===== config.mk =====
export PLATFORM = sky130hd
export DESIGN_NAME = wb_stage
export DESIGN_NICKNAME = d
export VERILOG_FILES = /design/src/rtl/wb_stage_pkg.sv /design/src/rtl/wb_cp0.sv /design/src/rtl/wb_stage.sv
export SDC_FILE = /design/constraint.sdc
export NUM_CORES = 1
export LEC_CHECK = 0
export BUFFER_PORTS_ARGS = -buffer_cell sky130_fd_sc_hd__buf_4
export CORE_AREA = 4 4 196 198
export DETAILED_ROUTE_END_ITERATION = 12
export DIE_AREA = 0 0 200 202
export PLACE_DENSITY = 0.62
export REMOVE_ABC_BUFFERS = 1
export SYNTH_ARGS = -nofsm -noshare
export SYNTH_HDL_FRONTEND = slang
export SYNTH_SLANG_ARGS = --single-unit

===== constraint.sdc =====
create_clock -name clk -period 6.2 [get_ports clk]
set_clock_uncertainty 0.15 [all_clocks]
set_input_delay 0.62 -clock clk [delete_from_list [all_inputs] [get_ports clk]]
set_output_delay 0.62 -clock clk [all_outputs]
set_load 0.02 [all_outputs]

===== src/rtl/wb_stage_pkg.sv =====
// Shared definitions for the write-back stage.
// MEM->WB bus layout, CP0 addresses, ExcCodes, Status/Cause bits.
package wb_stage_pkg;

    // MSB first; total width 161 bits.
    typedef struct packed {
        logic        rsvd;
        logic        inst_jbr;
        logic        wen;
        logic [4:0]  wdest;
        logic [31:0] mem_result;
        logic [31:0] lo_result;
        logic        hi_write;
        logic        lo_write;
        logic        mfhi;
        logic        mflo;
        logic        mtc0;
        logic        mfc0;
        logic [7:0]  cp0_addr;
        logic        syscall;
        logic        brk;
        logic        ov_ex;
        logic        adel_ex;
        logic        ades_ex;
        logic        ri_ex;
        logic        eret;
        logic [31:0] exe_result;
        logic [31:0] pc;
        logic [3:0]  wbytes;
    } mem_wb_t;

    localparam int BUS_W = 161;

    // CP0 addresses encoded as {reg, sel}.
    localparam logic [7:0] CP0_BADVADDR = 8'd64;
    localparam logic [7:0] CP0_COUNT    = 8'd72;
    localparam logic [7:0] CP0_COMPARE  = 8'd88;
    localparam logic [7:0] CP0_STATUS   = 8'd96;
    localparam logic [7:0] CP0_CAUSE    = 8'd104;
    localparam logic [7:0] CP0_EPC      = 8'd112;

    localparam logic [4:0] EXC_INT  = 5'd0;
    localparam logic [4:0] EXC_ADEL = 5'd4;
    localparam logic [4:0] EXC_ADES = 5'd5;
    localparam logic [4:0] EXC_SYS  = 5'd8;
    localparam logic [4:0] EXC_BP   = 5'd9;
    localparam logic [4:0] EXC_RI   = 5'd10;
    localparam logic [4:0] EXC_OV   = 5'd12;

    localparam int ST_IE  = 0;
    localparam int ST_EXL = 1;
    localparam int CA_TI  = 30;
    localparam int CA_BD  = 31;

    // Victim PC for EPC: a delay-slot fault points back at the branch.
    function automatic logic [31:0] victim_pc(
        input logic        bd,
        input logic [31:0] pc
    );
        return bd ? (pc - 32'd4) : pc;
    endfunction

endpackage


===== src/rtl/wb_cp0.sv =====
// CP0 registers, Count/Compare timer, interrupt and exception commit.
// Ports: instruction flags in; take/eret_take, read data, CP0 views out.
module wb_cp0
    import wb_stage_pkg::*;
#(
    parameter logic [31:0] STATUS_RESET = 32'h0040_0000
) (
    input  logic        clk,
    input  logic        resetn,
    input  logic        valid,
    input  logic        mtc0,
    input  logic [7:0]  cp0_addr,
    input  logic [31:0] wdata,
    input  logic [31:0] exe_result,
    input  logic [31:0] pc,
    input  logic        inst_jbr,
    input  logic        adel,
    input  logic        ades,
    input  logic        ri,
    input  logic        ov,
    input  logic        sys,
    input  logic        brk,
    input  logic        eret,
    input  logic [5:0]  hw_int,
    output logic        take,
    output logic        eret_take,
    output logic [31:0] rdata,
    output logic [31:0] status,
    output logic [31:0] cause,
    output logic [31:0] epc,
    output logic [31:0] badvaddr
);

    logic [31:0] status_q;
    logic [31:0] cause_q;
    logic [31:0] epc_q;
    logic [31:0] badvaddr_q;
    logic [31:0] count_q;
    logic [31:0] compare_q;
    logic        count_half;
    logic        prev_jbr;

    logic        int_pend;
    logic        any_exc;
    logic        wr;
    logic        wr_count;
    logic        wr_compare;
    logic [4:0]  code;
    logic [31:0] count_next;

    assign int_pend = status_q[ST_IE] & ~status_q[ST_EXL]
                    & |(status_q[15:8] & cause_q[15:8]);

    assign any_exc = adel | ades | ri | ov | sys | brk;

    assign take      = valid & (int_pend | any_exc);
    assign eret_take = valid & eret & ~take;

    // An excepting instruction must not commit its mtc0.
    assign wr         = valid & mtc0 & ~take;
    assign wr_count   = wr & (cp0_addr == CP0_COUNT);
    assign wr_compare = wr & (cp0_addr == CP0_COMPARE);
    assign count_next = count_q + 32'd1;

    always_comb begin
        code = EXC_INT;
        priority case (1'b1)
            int_pend: code = EXC_INT;
            adel:     code = EXC_ADEL;
            ri:       code = EXC_RI;
            ov:       code = EXC_OV;
            sys:      code = EXC_SYS;
            brk:      code = EXC_BP;
            ades:     code = EXC_ADES;
            default:  code = EXC_INT;
        endcase
    end

    always_comb begin
        rdata = 32'd0;
        unique case (cp0_addr)
            CP0_STATUS:   rdata = status_q;
            CP0_CAUSE:    rdata = cause_q;
            CP0_EPC:      rdata = epc_q;
            CP0_BADVADDR: rdata = badvaddr_q;
            CP0_COUNT:    rdata = count_q;
            CP0_COMPARE:  rdata = compare_q;
            default:      rdata = 32'd0;
        endcase
    end

    always_ff @(posedge clk) begin
        if (!resetn) begin
            status_q   <= STATUS_RESET;
            cause_q    <= 32'd0;
            epc_q      <= 32'd0;
            badvaddr_q <= 32'd0;
            count_q    <= 32'd0;
            compare_q  <= 32'd0;
            count_half <= 1'b0;
            prev_jbr   <= 1'b0;
        end else begin
            count_half <= ~count_half;

            if (wr_count) begin
                count_q <= wdata;
            end else if (count_half) begin
                count_q <= count_next;
            end

            // Compare write clears TI and beats a same-cycle match.
            if (wr_compare) begin
                compare_q      <= wdata;
                cause_q[CA_TI] <= 1'b0;
            end else if (count_half && !wr_count
                         && count_next == compare_q) begin
                cause_q[CA_TI] <= 1'b1;
            end

            // IP7 carries the timer alongside hw line 5.
            cause_q[15:10] <= {hw_int[5] | cause_q[CA_TI],
                               hw_int[4:0]};

            if (wr && cp0_addr == CP0_CAUSE) begin
                cause_q[9:8] <= wdata[9:8];
            end

            if (wr && cp0_addr == CP0_STATUS) begin
                status_q[15:8]   <= wdata[15:8];
                status_q[ST_EXL] <= wdata[ST_EXL];
                status_q[ST_IE]  <= wdata[ST_IE];
            end

            if (wr && cp0_addr == CP0_EPC) begin
                epc_q <= wdata;
            end

            if (take) begin
                status_q[ST_EXL] <= 1'b1;
                cause_q[6:2]     <= code;
                cause_q[CA_BD]   <= prev_jbr;
                // Nested faults keep the original return address.
                if (!status_q[ST_EXL]) begin
                    epc_q <= victim_pc(prev_jbr, pc);
                end
                if (code == EXC_ADEL || code == EXC_ADES) begin
                    badvaddr_q <= exe_result;
                end
            end else if (eret_take) begin
                status_q[ST_EXL] <= 1'b0;
            end

            if (take || eret_take) begin
                prev_jbr <= 1'b0;
            end else if (valid) begin
                prev_jbr <= inst_jbr;
            end
        end
    end

    assign status   = status_q;
    assign cause    = cause_q;
    assign epc      = epc_q;
    assign badvaddr = badvaddr_q;

endmodule


===== src/rtl/wb_stage.sv =====
// Write-back stage: regfile/HI/LO commit, CP0 and fetch redirect.
// Ports: MEM_WB bus in; regfile, HI/LO, CP0 views, cancel/redirect out.
module wb_stage
    import wb_stage_pkg::*;
#(
    parameter logic [31:0] EXC_VECTOR   = 32'hBFC0_0380,
    parameter logic [31:0] STATUS_RESET = 32'h0040_0000
) (
    input  logic             clk,
    input  logic             resetn,
    input  logic             WB_valid,
    input  logic [BUS_W-1:0] MEM_WB_bus_r,
    output logic             WB_over,
    output logic [3:0]       rf_wen,
    output logic [4:0]       rf_wdest,
    output logic [31:0]      rf_wdata,
    output logic [4:0]       WB_wdest,
    output logic [31:0]      HI_data,
    output logic [31:0]      LO_data,
    output logic [31:0]      WB_hi_data,
    output logic [31:0]      WB_lo_data,
    output logic             WB_hi_write,
    output logic             WB_lo_write,
    output logic [31:0]      cp0r_status,
    output logic [31:0]      cp0r_cause,
    output logic [31:0]      cp0r_epc,
    output logic [31:0]      cp0r_badvaddr,
    input  logic [5:0]       hw_int,
    output logic             cancel,
    output logic             exc_pc_valid,
    output logic [31:0]      exc_pc
);

    mem_wb_t     bus;
    logic        take;
    logic        eret_take;
    logic        redirect;
    logic [31:0] cp0_rdata;
    logic [31:0] hi_q;
    logic [31:0] lo_q;
    logic [31:0] wdata_sel;
    logic        unused_rsvd;

    assign bus         = MEM_WB_bus_r;
    assign unused_rsvd = bus.rsvd;

    wb_cp0 #(
        .STATUS_RESET (STATUS_RESET)
    ) u_cp0 (
        .clk        (clk),
        .resetn     (resetn),
        .valid      (WB_valid),
        .mtc0       (bus.mtc0),
        .cp0_addr   (bus.cp0_addr),
        .wdata      (bus.mem_result),
        .exe_result (bus.exe_result),
        .pc         (bus.pc),
        .inst_jbr   (bus.inst_jbr),
        .adel       (bus.adel_ex),
        .ades       (bus.ades_ex),
        .ri         (bus.ri_ex),
        .ov         (bus.ov_ex),
        .sys        (bus.syscall),
        .brk        (bus.brk),
        .eret       (bus.eret),
        .hw_int     (hw_int),
        .take       (take),
        .eret_take  (eret_take),
        .rdata      (cp0_rdata),
        .status     (cp0r_status),
        .cause      (cp0r_cause),
        .epc        (cp0r_epc),
        .badvaddr   (cp0r_badvaddr)
    );

    always_comb begin
        wdata_sel = bus.mem_result;
        if (bus.mfc0) begin
            wdata_sel = cp0_rdata;
        end else if (bus.mfhi) begin
            wdata_sel = hi_q;
        end else if (bus.mflo) begin
            wdata_sel = lo_q;
        end
    end

    assign WB_over  = WB_valid;
    assign rf_wen   = {4{bus.wen & WB_valid & ~take}} & bus.wbytes;
    assign rf_wdest = WB_valid ? bus.wdest : 5'd0;
    assign rf_wdata = WB_valid ? wdata_sel : 32'd0;
    assign WB_wdest = (WB_valid & bus.wen) ? bus.wdest : 5'd0;

    assign WB_hi_data  = WB_valid ? bus.mem_result : 32'd0;
    assign WB_lo_data  = WB_valid ? bus.lo_result : 32'd0;
    assign WB_hi_write = WB_valid & bus.hi_write & ~take;
    assign WB_lo_write = WB_valid & bus.lo_write & ~take;

    always_ff @(posedge clk) begin
        if (!resetn) begin
            hi_q <= 32'd0;
            lo_q <= 32'd0;
        end else begin
            if (WB_hi_write) begin
                hi_q <= bus.mem_result;
            end
            if (WB_lo_write) begin
                lo_q <= bus.lo_result;
            end
        end
    end

    assign HI_data = hi_q;
    assign LO_data = lo_q;

    // Reset in the same cycle suppresses any redirect.
    assign redirect     = resetn & (take | eret_take);
    assign cancel       = redirect;
    assign exc_pc_valid = redirect;

    always_comb begin
        exc_pc = 32'd0;
        if (redirect) begin
            exc_pc = take ? EXC_VECTOR : cp0r_epc;
        end
    end

endmodule


# Word level (Yosys, flattened, before mapping)
# Cells that the tools add are included.
[word_totals] reg_bits=219 in_bits=170 out_inout_bits=339 wordCells=96
[op_classes] add_sub_neg=2 eq_ne=9 n_mux=27 bitwise=30 n_reduce_logical=14
[op_table] operator="two-way mux 32 bit" count=14
[op_table] operator="case mux 32 bit (6 select lines)" count=1
[op_table] operator="equality test 8 x 7 -> 1 bit, second input constant" count=6
[op_table] operator="two-way mux 5 bit" count=8
[op_table] operator="adder 32 x 1 -> 32 bit, second input constant" count=1
[op_table] operator="equality test 32 bit" count=1
[op_table] operator="subtractor 32 x 3 -> 32 bit, second input constant" count=1
[op_table] operator="bitwise AND 1 bit" count=16
[op_table] operator="equality test 5 x 3 -> 1 bit, second input constant" count=2
[op_table] operator="bitwise AND 8 bit" count=1
[op_table] operator="OR 1 bit" count=8
[op_table] operator="OR reduction 8 bit" count=1
[op_table] operator="logical AND 1 bit" count=5
[op_table] operator="bitwise AND 4 bit" count=1
[op_table] operator="inverter 1 bit" count=4
[op_table] operator="OR reduction 2 bit" count=2
[op_table] operator="two-way mux 3 bit" count=1
[op_table] operator="nonzero test 3 bit" count=1
[op_table] operator="logical OR 1 bit" count=2
[op_table] operator="two-way mux 1 bit" count=2
[op_table] operator="two-way mux 2 bit" count=1
[op_table] operator="AND reduction 2 bit" count=1
[op_table] operator="nonzero test 2 bit" count=1
[op_table] operator="zero test 1 bit" count=1

# Logic depth before layout (Yosys ltp)
# Gate-level depths: netlist (run 1).
[depth] word_depth=13 mapped_depth=10 ltp_nobuf=9

# Modules after synthesis
# A second synthesis (run 1) with hierarchy kept.
[unflattened] cells_unflattened=1712 area_unflattened_um2=13578.0
[by_module_without_submodules] mod="wb_cp0" instances=1 cells_per_inst=1140 area_each_um2=9062.4 seq_area_each_um2=3083.0
[by_module_without_submodules] mod="wb_stage" instances=1 cells_per_inst=572 area_each_um2=4515.6 seq_area_each_um2=1281.2

# Worst setup path before layout (run 1)
# Ideal clock, no wire load.
[synth_timing] path_kind="input -> output" startpoint="input MEM_WB_bus_r[80]" endpoint="output rf_wdata[29]" t_arrival_ps=2563 required_ps=5430 path_slack_ps=2867 path_stages=6 n_path_buf=2 path_cell_list="buf_2 or4b_4 nor4_2 clkbuf_1 a222oi_1 a31oi_1"
[synth_between] elab_chain_cells=4 word_cells_on_any_way=9 classes_between="6 x eq/ne; 3 x mux"
[synth_lines] item="from (decl)" line_no="wb_stage.sv:12" source="input logic [BUS_W-1:0] MEM_WB_bus_r,"
[synth_lines] item="equality test 8 x 7 -> 1 bit" line_no="wb_cp0.sv:81" source="unique case (cp0_addr)"
[synth_lines] item="case mux 32 bit (6 select lines) (*)" line_no="wb_cp0.sv:81"
[synth_lines] item="two-way mux 32 bit (*)" line_no="wb_stage.sv:78" source="if (bus.mfc0) begin"
[synth_lines] item="two-way mux 32 bit (*)" line_no="wb_stage.sv:90" source="assign rf_wdata = WB_valid ? wdata_sel : 32'd0;"
[synth_lines] item="to (decl)" line_no="wb_stage.sv:16" source="output logic [31:0] rf_wdata,"
# Every way passes the cells marked *; elsewhere a longest branch is shown, timed or not.

# Worst setup path in the final report (run 1)
[layout_timing] startpoint="register u_cp0.status_q[10], in the netlist u_cp0.status[10]" endpoint="output WB_lo_write"
[layout_between] elab_chain_cells=7
[layout_lines] item="from (decl)" line_no="wb_cp0.sv:34" source="logic [31:0] status_q;"
[layout_lines] item="from (signal assigned)" line_no="wb_cp0.sv:129" source="status_q[15:8] <= wdata[15:8];"
[layout_lines] item="from (signal, indexed assignment)" line_no="wb_cp0.sv:130" source="status_q[ST_EXL] <= wdata[ST_EXL];"
[layout_lines] item="from (signal, indexed assignment)" line_no="wb_cp0.sv:131" source="status_q[ST_IE] <= wdata[ST_IE];"
[layout_lines] item="bitwise AND 8 bit" line_no="wb_cp0.sv:52" source="& |(status_q[15:8] & cause_q[15:8]);"
[layout_lines] item="OR reduction 8 bit" line_no="wb_cp0.sv:52"
[layout_lines] item="bitwise AND 1 bit" line_no="wb_cp0.sv:52"
[layout_lines] item="OR 1 bit" line_no="wb_cp0.sv:56" source="assign take = valid & (int_pend | any_exc);"
[layout_lines] item="bitwise AND 1 bit" line_no="wb_cp0.sv:56"
[layout_lines] item="inverter 1 bit" line_no="wb_stage.sv:96" source="assign WB_lo_write = WB_valid & bus.lo_write & ~take;"
[layout_lines] item="bitwise AND 1 bit" line_no="wb_stage.sv:96"
[layout_lines] item="to (decl)" line_no="wb_stage.sv:23" source="output logic WB_lo_write,"
# No other way between the ends.

==> run summary, run 1 <==
Status -> complete, no violations
Avg Cell Area, Syn -> 8.09 um2
Leakage power -> 8.45 nW
# rows -> 70
Tcrit/Tclk final -> 74.5%
Slowest CP cell -> inv_2
Crit Path Max Fanout -> 33
Post-synth top flop -> dfxtp_1
IO buf count -> 467
Most frequent cells in the layout -> buf_4, nand2_1, dfxtp_1
Post-layout utilization of the core -> 50.0%
Setup violations, final -> 0
Placer congestion estimate -> 0.923
GRT Total Usage -> 26.0%
Category of the worst setup path launch point -> flop
Clk buf depth -> 3
FFs w/ async S/R, synth -> 0%
CP Cell Sequence -> a22oi_1 > a41oi_1 > nor3_1 > and2_1 > nand2_2 > inv_2 > buf_4
Post-synth top area share -> 31.9%
Final WL -> 55500 um
Die Area -> 40400 um2
Setup Fix Bufs, Post-CTS -> 0
CTS Hold Bufs -> 0
Number of global-route vias before repair -> 13400
CTS tree -> built
Die extent in x -> 200 um
Unrepaired setup endpoints after global routing -> no
WL/cell -> 21.7 um
Cell variety after synth -> 69
Drt first pass iters -> 8
Worst slew pin tran -> 1.20 ns
Flops & latches, synth -> 218
Layout net count -> 2237
Clk sinks -> 218
Post_cts resized -> 0
Synth Cell Area -> 13700 um2
Final worst path period need -> 4.62 ns
Fin. Hold Viols -> 0
Setup crit end kind -> output port
Worst skew pair latency -> 0.56 ns
Grt total ovfl -> 0
Root Driver -> clkbuf_16
Rel. slew slack -> 19.7%
Number of DRC markers in iteration 0 -> 871
Number of flops mapped to enable cells by yosys -> 0
DRC violations left -> 0
Maxcap violations -> 0
Initial Util -> 37.4%
Sequential area share after synthesis -> 31.9%
First-pass GRT wire length -> 83000 um
Core area -> 36500 um2
Hold WC Path Type -> in -> reg
Top post-synthesis cells by area -> dfxtp_1, nand2_1, mux2i_1
Initial antenna violation count -> 0
Data arrival time of the critical path -> 3.85 ns
FMAX -> 0.216 GHz
Fin. max-slew vios -> 0
Total vias in the final route -> 13700
P per Cell Area -> 212 nW/um2
Gate Count Post-Synth -> 1690
Post-route ant nets -> 0
Largest net degree at the start of global routing -> 93
Slowest stage delay, CP -> 0.71 ns
Via density -> 5.37
Hpwl dp -> 41000 um
Ratio of cells with drive above 1 in the final layout -> 28.5%
Post-synth top area cell -> dfxtp_1
Most common cell after layout, fill and taps aside -> buf_4
CTS Buf Count -> 29
Total negative slack -> 0 ns
I/O pins -> 509
YS warnings -> 0
WS Path Type -> reg -> out
Worst-path clk slew -> 0.06 ns
Maximum vdd drop -> 0.215 mV
P&R area growth vs syn -> 33.6%
# H-tree levels -> 1
Die Ht -> 202 um
Worst Path Required -> 5.43 ns
-- registers in the layout, summed over array words and instances (netlist names) --
signal            count
HI_data              32
LO_data              32
u_cp0.badvaddr       32
u_cp0.compare_q      32
u_cp0.count_q        32
u_cp0.epc            32
u_cp0.cause          14
u_cp0.status         10
u_cp0.count_half      1
u_cp0.prev_jbr        1
-- worst max-delay path: cells and delay by family (launching register included) --
family | cells | cell delay [ns]
simple gates | 3 | 1.28
flops | 1 | 0.34
buf+inv | 2 | 0.96
compound gates | 2 | 0.70
-- cell families (layout without fill, tap and decap cells) --
family	Yosys count	in the layout	synth area share, %
xor gates and xnor gates	96	96	6.15
muxes	153	153	11.7
other	2	41	0.0549
AOI/OAI and AO/OA	324	324	16.9
DFF	218	218	31.9
and+or+nand+nor	700	700	26.3
buffers and inverters	195	555	6.83
adders and majority gates	2	2	0.183
-- worst paths after layout --
path / from / to / slack (ns) / cells past startpoint
min: hw_int[4] / u_cp0.cause[14] / 0.14 / 2
max reg2reg: u_cp0.status[10] / LO_data[21] / 2.32 / 9
max: u_cp0.status[10] / WB_lo_write / 1.58 / 7
min reg2reg: LO_data[29] / LO_data[29] / 0.32 / 2
-- power by group --
| group | switching, W | leakage, nW | internal, W |
|---|---|---|---|
| logic | 0.000348 | 6.17 | 0.000269 |
| registers | 0.0000463 | 1.77 | 0.00144 |
| clock network | 0.000674 | 0.510 | 0.00111 |
-- Yosys cell counts, types with 12 or more instances --
library cell	count
or3_1	12
dfxtp_1	218
o21ai_0	37
buf_2	27
mux2i_1	95
nor3_1	20
a21boi_1	67
a31oi_1	25
a222oi_1	22
and2_1	103
nand2_1	282
xnor2_1	47
mux2_1	31
a21oi_1	38
mux2_2	27
nand3_1	62
clkbuf_1	105
o211a_1	38
o21a_1	13
o21ai_1	38
buf_4	45
xor2_1	49
nand4_1	24
nor2_1	39
nor2b_1	77
and3_1	28
-- through the flow --
| step | std cells | instance area, um2 | hold slack (ns) | setup WS (ns) | power [W] |
|---|---|---|---|---|---|
| after floorplan | 1542 | 12900 | 0.293 | 1.79 | 0.00178 |
| after global placement | 2502 | 17300 | 0.306 | 1.71 | 0.00212 |
| after detailed placement | 2502 | 17300 | 0.310 | 1.60 | 0.00213 |
| after CTS | 2556 | 18300 | 0.113 | 1.51 | 0.00392 |
| after global routing | 2556 | 18300 | 0.125 | 1.28 | 0.00401 |
| final | 2557 | 18300 | 0.137 | 1.58 | 0.00388 |
-- area by class of cell --
cell class,count,area (um2)
Antenna cell,1,2.50
Timing Repair Buffer,492,3700
Tap cell,468,586
Sequential cell,218,4360
Fill cell,3523,18200
Inverter,9,33.8
Clock inverter,14,181
Clock buffer,40,837
Multi-Input combinational cell,1315,8570
-- routing by layer --
layer / global-route usage, % / vias up / wire length [um]
li1: - / 6585 / -
met1: 34.8 / 6522 / 24100
met2: 44.3 / 551 / 26600
met3: 4.43 / 70 / 3730
met4: 5.22 / 0 / 1170
met5: 0 / - / 0
No activity file was read; power rests on OpenSTA's default activity.
==> inputs of run 2 (changes only) <==
--- a/config.mk
+++ b/config.mk
@@ -9,7 +9,7 @@
 export CORE_AREA = 4 4 196 198
 export DETAILED_ROUTE_END_ITERATION = 12
 export DIE_AREA = 0 0 200 202
-export PLACE_DENSITY = 0.62
+export PLACE_DENSITY = 0.65
 export REMOVE_ABC_BUFFERS = 1
 export SYNTH_ARGS = -nofsm -noshare
 export SYNTH_HDL_FRONTEND = slang
==> constraint.sdc (replaced) <==
create_clock -name clk -period 4.2 [get_ports clk]
set_clock_uncertainty 0.15 [all_clocks]
set_input_delay 0.42 -clock clk [delete_from_list [all_inputs] [get_ports clk]]
set_output_delay 0.42 -clock clk [all_outputs]
set_load 0.02 [all_outputs]
==> run 2 against run 1 <==
  * Critical path depth increased by 1
  * Die area unchanged
  * Sequential share of layout area decreased by 0.69 points
  * Highest routed layer unchanged
  * Largest power group unchanged
  * Design area increased by 3.0%
  * Core utilization increased by 1.5 points
  * Global-route usage increased by 0.16 points
  * Flip-flop and latch count unchanged
  * Clock power increased by 28%
  * Largest cell class unchanged
  * Setup slack got worse by 1.3 ns
  * Sequential power increased by 48%
==> run summary, run 2 (synthesis gave the netlist of run 1 again) <==
I/O pins -> 509 (unchanged)
Drt first pass iters -> 6 (-2)
Clk buf depth -> 3 (unchanged)
CTS tree -> built
Grt total ovfl -> 0 (unchanged)
DRC violations left -> 0 (unchanged)
Hold WC Path Type -> in -> reg
Fin. max-slew vios -> 0 (unchanged)
Via density -> 5.36 (-0.23%)
First-pass GRT wire length -> 83000 um (about the same)
Clk sinks -> 218 (unchanged)
IO buf count -> 467 (unchanged)
WL/cell -> 21.5 um (-1.2%)
Tcrit/Tclk final -> 94.2%
Most common cell after layout, fill and taps aside -> buf_4
Worst skew pair latency -> 0.54 ns (-0.02 ns)
Crit Path Max Fanout -> 11 (-67%)
P per Cell Area -> 288 nW/um2 (+36%)
Worst-path clk slew -> 0.06 ns (about the same)
Maxcap violations -> 0 (unchanged)
Die Ht -> 202 um (unchanged)
Total vias in the final route -> 14000 (+2.3%)
Hold_ws -> 0.0214 ns (-0.116 ns)
Worst setup margin -> 0.242 ns (-1.34 ns)
Final WL -> 56200 um (+1.3%)
Number of DRC markers in iteration 0 -> 1138 (+31%)
Unrepaired setup endpoints after global routing -> no
Worst slew pin tran -> 0.865 ns (-0.333 ns)
Setup slack, reg-to-reg -> 0.95 ns (-1.37 ns)
Final worst path period need -> 3.96 ns
Fin. Hold Viols -> 0 (unchanged)
Worst Path Required -> 3.63 ns (-1.80 ns)
Data arrival time of the critical path -> 3.39 ns (-0.46 ns)
GRT Total Usage -> 26.2% (+0.16 points)
Root Driver -> clkbuf_16
Setup Fix Bufs, Post-CTS -> 0 (unchanged)
FMAX -> 0.253 GHz
Initial Util -> 37.4% (unchanged)
Initial antenna violation count -> 1 (+1)
Setup crit end kind -> output port
# rows -> 70 (unchanged)
Largest net degree at the start of global routing -> 88 (-5.4%)
Ratio of cells with drive above 1 in the final layout -> 27.1% (-1.4 points)
Leakage power -> 8.66 nW (+2.4%)
Setup violations, final -> 0 (unchanged)
P&R area growth vs syn -> 37.6%
Hpwl dp -> 40300 um (-1.6%)
DP Cell Count -> 2505 (+0.12%)
Die extent in x -> 200 um (unchanged)
Place WS -> 0.562 ns (-1.04 ns)
WS Path Type -> reg -> out
Maximum vdd drop -> 0.276 mV (+28%)
# H-tree levels -> 1 (unchanged)
Rel. slew slack -> 41.6% (+22 points)
Post-route ant nets -> 0 (unchanged)
Number of global-route vias before repair -> 13700 (+2.2%)
Core area -> 36500 um2 (unchanged)
Status -> complete, no violations
CTS Buf Count -> 27 (-6.9%)
Layout net count -> 2309 (+3.2%)
Post-layout utilization of the core -> 51.5% (+1.5 points)
Category of the worst setup path launch point -> flop
Most frequent cells in the layout -> buf_4, nand2_1, dfxtp_1
Die Area -> 40400 um2 (unchanged)
Post-route insts no fill -> 2621 (+2.5%)
Placer congestion estimate -> 0.893 (-3.2%)
-- run 2: metal layers --
| metal | global-route usage, % | up-vias | share of wire, % |
|---|---|---|---|
| met2 | 44.9 | 569 | 48 |
| met1 | 33.5 | 6673 | 42 |
| met3 | 5.52 | 81 | 7.9 |
| met5 | 0 | - | 0 |
| met4 | 6.53 | 0 | 2.5 |
| li1 | - | 6716 | - |
-- run 2: worst max-delay path, cell delays in order (launching register included) --
cell and delay (ns):
dfxtp_1 0.39, nand2b_1 0.22, a41oi_1 0.68, or2_1 0.24, o21ai_1 0.22, a21boi_2 0.43
buf_4 0.35, o21a_1 0.18, buf_4 0.14
-- run 2: timing repair --
| action | in CTS | in global routing |
|---|---|---|
| gates resized for setup | 0 | 0 |
| hold buffers | 71 | 0 |
| hold endpoints to repair | 71 | 0 |
-- run 2: final timing paths --
check | startpoint | end | depth (start not counted)
worst min-delay path | MEM_WB_bus_r[40] | u_cp0.badvaddr[4] | 3
worst max register to register | u_cp0.status[1] | u_cp0.cause[30] | 7
worst max-delay path | u_cp0.status[1] | exc_pc[22] | 8
worst min register to register | LO_data[27] | LO_data[27] | 2
-- run 2: power by group --
part / switching [W] / total [W] / internal (W)
registers: 0.0000665 / 0.00219 / 0.00212
logic: 0.000530 / 0.000970 / 0.000441
clock network: 0.000928 / 0.00227 / 0.00134
total: 0.00152 / 0.00543 / 0.00390
-- run 2: through the flow --
| step | setup TNS, ns | total power, W | area (um2) |
|---|---|---|---|
| CTS | 0 | 0.00548 | 18800 |
| global placement | 0 | 0.00313 | 17300 |
| finish | 0 | 0.00543 | 18800 |
| floorplan | -0.00886 | 0.00262 | 12900 |
| global route | 0 | 0.00561 | 18800 |
| detailed placement | 0 | 0.00314 | 17300 |
-- run 2: cell type report --
type | count | area, um2
Antenna cell | 1 | 2.50
Timing Repair Buffer | 566 | 4430
Inverter | 9 | 33.8
Fill cell | 3473 | 17700
Clock buffer | 38 | 747
Sequential cell | 218 | 4360
Tap cell | 468 | 586
Multi-Input combinational cell | 1315 | 8570
Clock inverter | 6 | 80.1
==> inputs of run 3 (changes only) <==
--- a/config.mk
+++ b/config.mk
@@ -10,6 +10,7 @@
 export DETAILED_ROUTE_END_ITERATION = 12
 export DIE_AREA = 0 0 200 202
 export PLACE_DENSITY = 0.65
+export RECOVER_POWER = 50
 export REMOVE_ABC_BUFFERS = 1
 export SYNTH_ARGS = -nofsm -noshare
 export SYNTH_HDL_FRONTEND = slang
==> run 3 against run 2 <==
  * Critical path type unchanged
  * Via count decreased by 0.26%
  * The run now ends with max-capacitance violations, max-slew violations left
  * Setup slack worse by 0.023 ns
  * Count of clock-buffer cells in the layout is the same
  * Sequential power hardly changed
  * Register-to-register slack got worse by 0.66 ns
  * Non-clock buffer count did not move
  * Global-route usage did not move
  * Critical path depth is the same
  * Flip-flop and latch count did not move
  * Fmax down 0.57%
  * Die area did not move
  * Final cell count is the same
==> run summary, run 3 (synthesis gave the netlist of run 1 again) <==
IO buf count -> 467 (unchanged)
Maxcap violations -> 2 (+2)
HP Start -> MEM_WB_bus_r[40]
Number of DRC markers in iteration 0 -> 1075 (-5.5%)
Clk buf depth -> 3 (unchanged)
GRT Total Usage -> 26.2% (unchanged)
# rows -> 70 (unchanged)
Worst-path clk slew -> 0.06 ns (about the same)
Crit Path Max Fanout -> 11 (unchanged)
Layout net count -> 2309 (unchanged)
Largest net degree at the start of global routing -> 88 (unchanged)
Clk sinks -> 218 (unchanged)
Post_cts resized -> 0 (unchanged)
WHS Path Cells -> 3 (unchanged)
CTS tree -> built
Worst r2r src -> u_cp0.cause[10]
DP Cell Count -> 2505 (unchanged)
Drt first pass iters -> 8 (+2)
Fin. max-slew vios -> 85 (+85)
Leakage power -> 7.81 nW (-9.8%)
Worst slew pin tran -> 2.48 ns (+1.61 ns)
DRC violations left -> 0 (unchanged)
Sw power -> 0.00153 W (+0.50%)
CTS Hold Bufs -> 71 (unchanged)
Die Ht -> 202 um (unchanged)
P per Cell Area -> 298 nW/um2 (+3.2%)
I/O pins -> 509 (unchanged)
FMAX -> 0.251 GHz (-0.57%)
Root Driver -> clkbuf_16
Maximum vdd drop -> 0.275 mV (-0.62%)
Tcrit/Tclk final -> 94.8% (+0.54 points)
Die Area -> 40400 um2 (unchanged)
Final WL -> 56400 um (+0.27%)
Fin. Hold Viols -> 0 (unchanged)
Status -> finished with violations
Internal Power -> 0.00385 W (-1.4%)
Initial Util -> 37.4% (unchanged)
Hold WC Path Type -> in -> reg
Worst Path Required -> 3.63 ns (about the same)
Total negative slack -> 0 ns (unchanged)
Placer congestion estimate -> 0.893 (unchanged)
Die extent in x -> 200 um (unchanged)
Unrepaired setup endpoints after global routing -> no
Ratio of cells with drive above 1 in the final layout -> 18.0% (-9.1 points)
Total vias in the final route -> 14000 (-0.26%)
Setup violations, final -> 0 (unchanged)
CTS Buf Count -> 27 (unchanged)
Hpwl dp -> 40300 um (unchanged)
First-pass GRT wire length -> 83000 um (unchanged)
Initial antenna violation count -> 1 (unchanged)
Number of global-route vias before repair -> 13700 (unchanged)
P&R area growth vs syn -> 32.2%
Worst setup margin -> 0.219 ns (-0.0228 ns)
WS Path Type -> reg -> out
Placed inst area -> 17300 um2 (unchanged)
Fin area -> 18100 um2 (-3.9%)
End of the worst register-to-register path -> u_cp0.compare_q[5]
Setup Fix Bufs, Post-CTS -> 0 (unchanged)
Rel. slew slack -> -65.3% (-110 points)
Via density -> 5.34 (-0.26%)
Category of the worst setup path launch point -> flop
Hold EP -> u_cp0.badvaddr[4]
Grt total ovfl -> 0 (unchanged)
Most common cell after layout, fill and taps aside -> buf_4
Hold_ws -> 0.0224 ns (+0.00108 ns)
Post-route ant nets -> 0 (unchanged)
Post-route insts no fill -> 2621 (unchanged)
Final worst path period need -> 3.98 ns (+0.0228 ns)
# H-tree levels -> 1 (unchanged)
Switch share -> 28.5% (+0.39 points)
Core area -> 36500 um2 (unchanged)
Setup slack, reg-to-reg -> 0.29 ns (-0.66 ns)
Violated checks -> max-capacitance violations, max-slew violations
WL/cell -> 21.5 um (+0.27%)
Place WS -> 0.562 ns (unchanged)
Most frequent cells in the layout -> buf_4, nand2_1, dfxtp_1
Setup crit end kind -> output port
Gate power share -> 17.0% (-0.9 points)
Worst skew pair latency -> 0.54 ns (about the same)
R2R cell count -> 8 (+1)
Seq pwr share -> 40.6% (+0.3 points)
Power share of the clock group -> 42.4% (+0.6 points)
Data arrival time of the critical path -> 3.41 ns (+0.02 ns)
-- run 3: cell types whose count changed in the layout (fill, tap and decap cells not counted), sizes merged --
cell	before	now
buf	495	293
clkbuf	38	240
-- run 3: how the worst max path moves through the flow --
stage,startpoint,end,depth (start not counted)
after floorplan,MEM_WB_bus_r[76],u_cp0.cause[30],6
after global placement,MEM_WB_bus_r[69],exc_pc[21],9
after detailed placement,MEM_WB_bus_r[69],exc_pc[18],9
after CTS,u_cp0.status[1],exc_pc[7],8
after global routing,u_cp0.status[13],u_cp0.compare_q[5],8
final,u_cp0.status[1],exc_pc[22],8
-- run 3: per-layer routing --
metal  track usage, %  routed length [um]  share of wire [%]  vias up
li1                 -                   -                  -     6717
met1             33.5               24000                 42     6679
met2             44.9               27000                 48      532
met4             6.53                1330                2.4        0
met5                0                   0                  0        -
met3             5.52                4130                7.3       75
-- run 3: power by group through the flow --
stage,clock network (W),logic [W],registers (W)
detailed placement,0,0.000914,0.00223
global placement,0,0.000904,0.00223
global route,0.00239,0.000981,0.00219
floorplan,0,0.000357,0.00226
finish,0.00228,0.000915,0.00219
CTS,0.00232,0.000970,0.00219
-- run 3: per-stage QoR --
step | total power [W] | utilization [%]
after floorplan | 0.00262 | -
after global placement | 0.00313 | 47.3
after detailed placement | 0.00314 | 47.3
after CTS | 0.00548 | 51.5
after global routing | 0.00556 | 49.5
final | 0.00538 | 49.5
-- run 3: worst max-delay path: stages (launching register included) --
cell      delay, ns
dfxtp_1        0.39
nand2b_1       0.21
a41oi_1        0.67
or2_0          0.27
o21ai_1        0.24
a21boi_2       0.43
buf_4          0.35
o21a_1         0.18
buf_4          0.14
-- run 3: cell type report --
type,instances,area [um2]
Fill cell,3666,18400
Multi-Input combinational cell,1315,8570
Sequential cell,218,4360
Timing Repair Buffer,566,3690
Clock buffer,38,747
Tap cell,468,586
Clock inverter,6,80.1
Inverter,9,33.8
Antenna cell,1,2.50
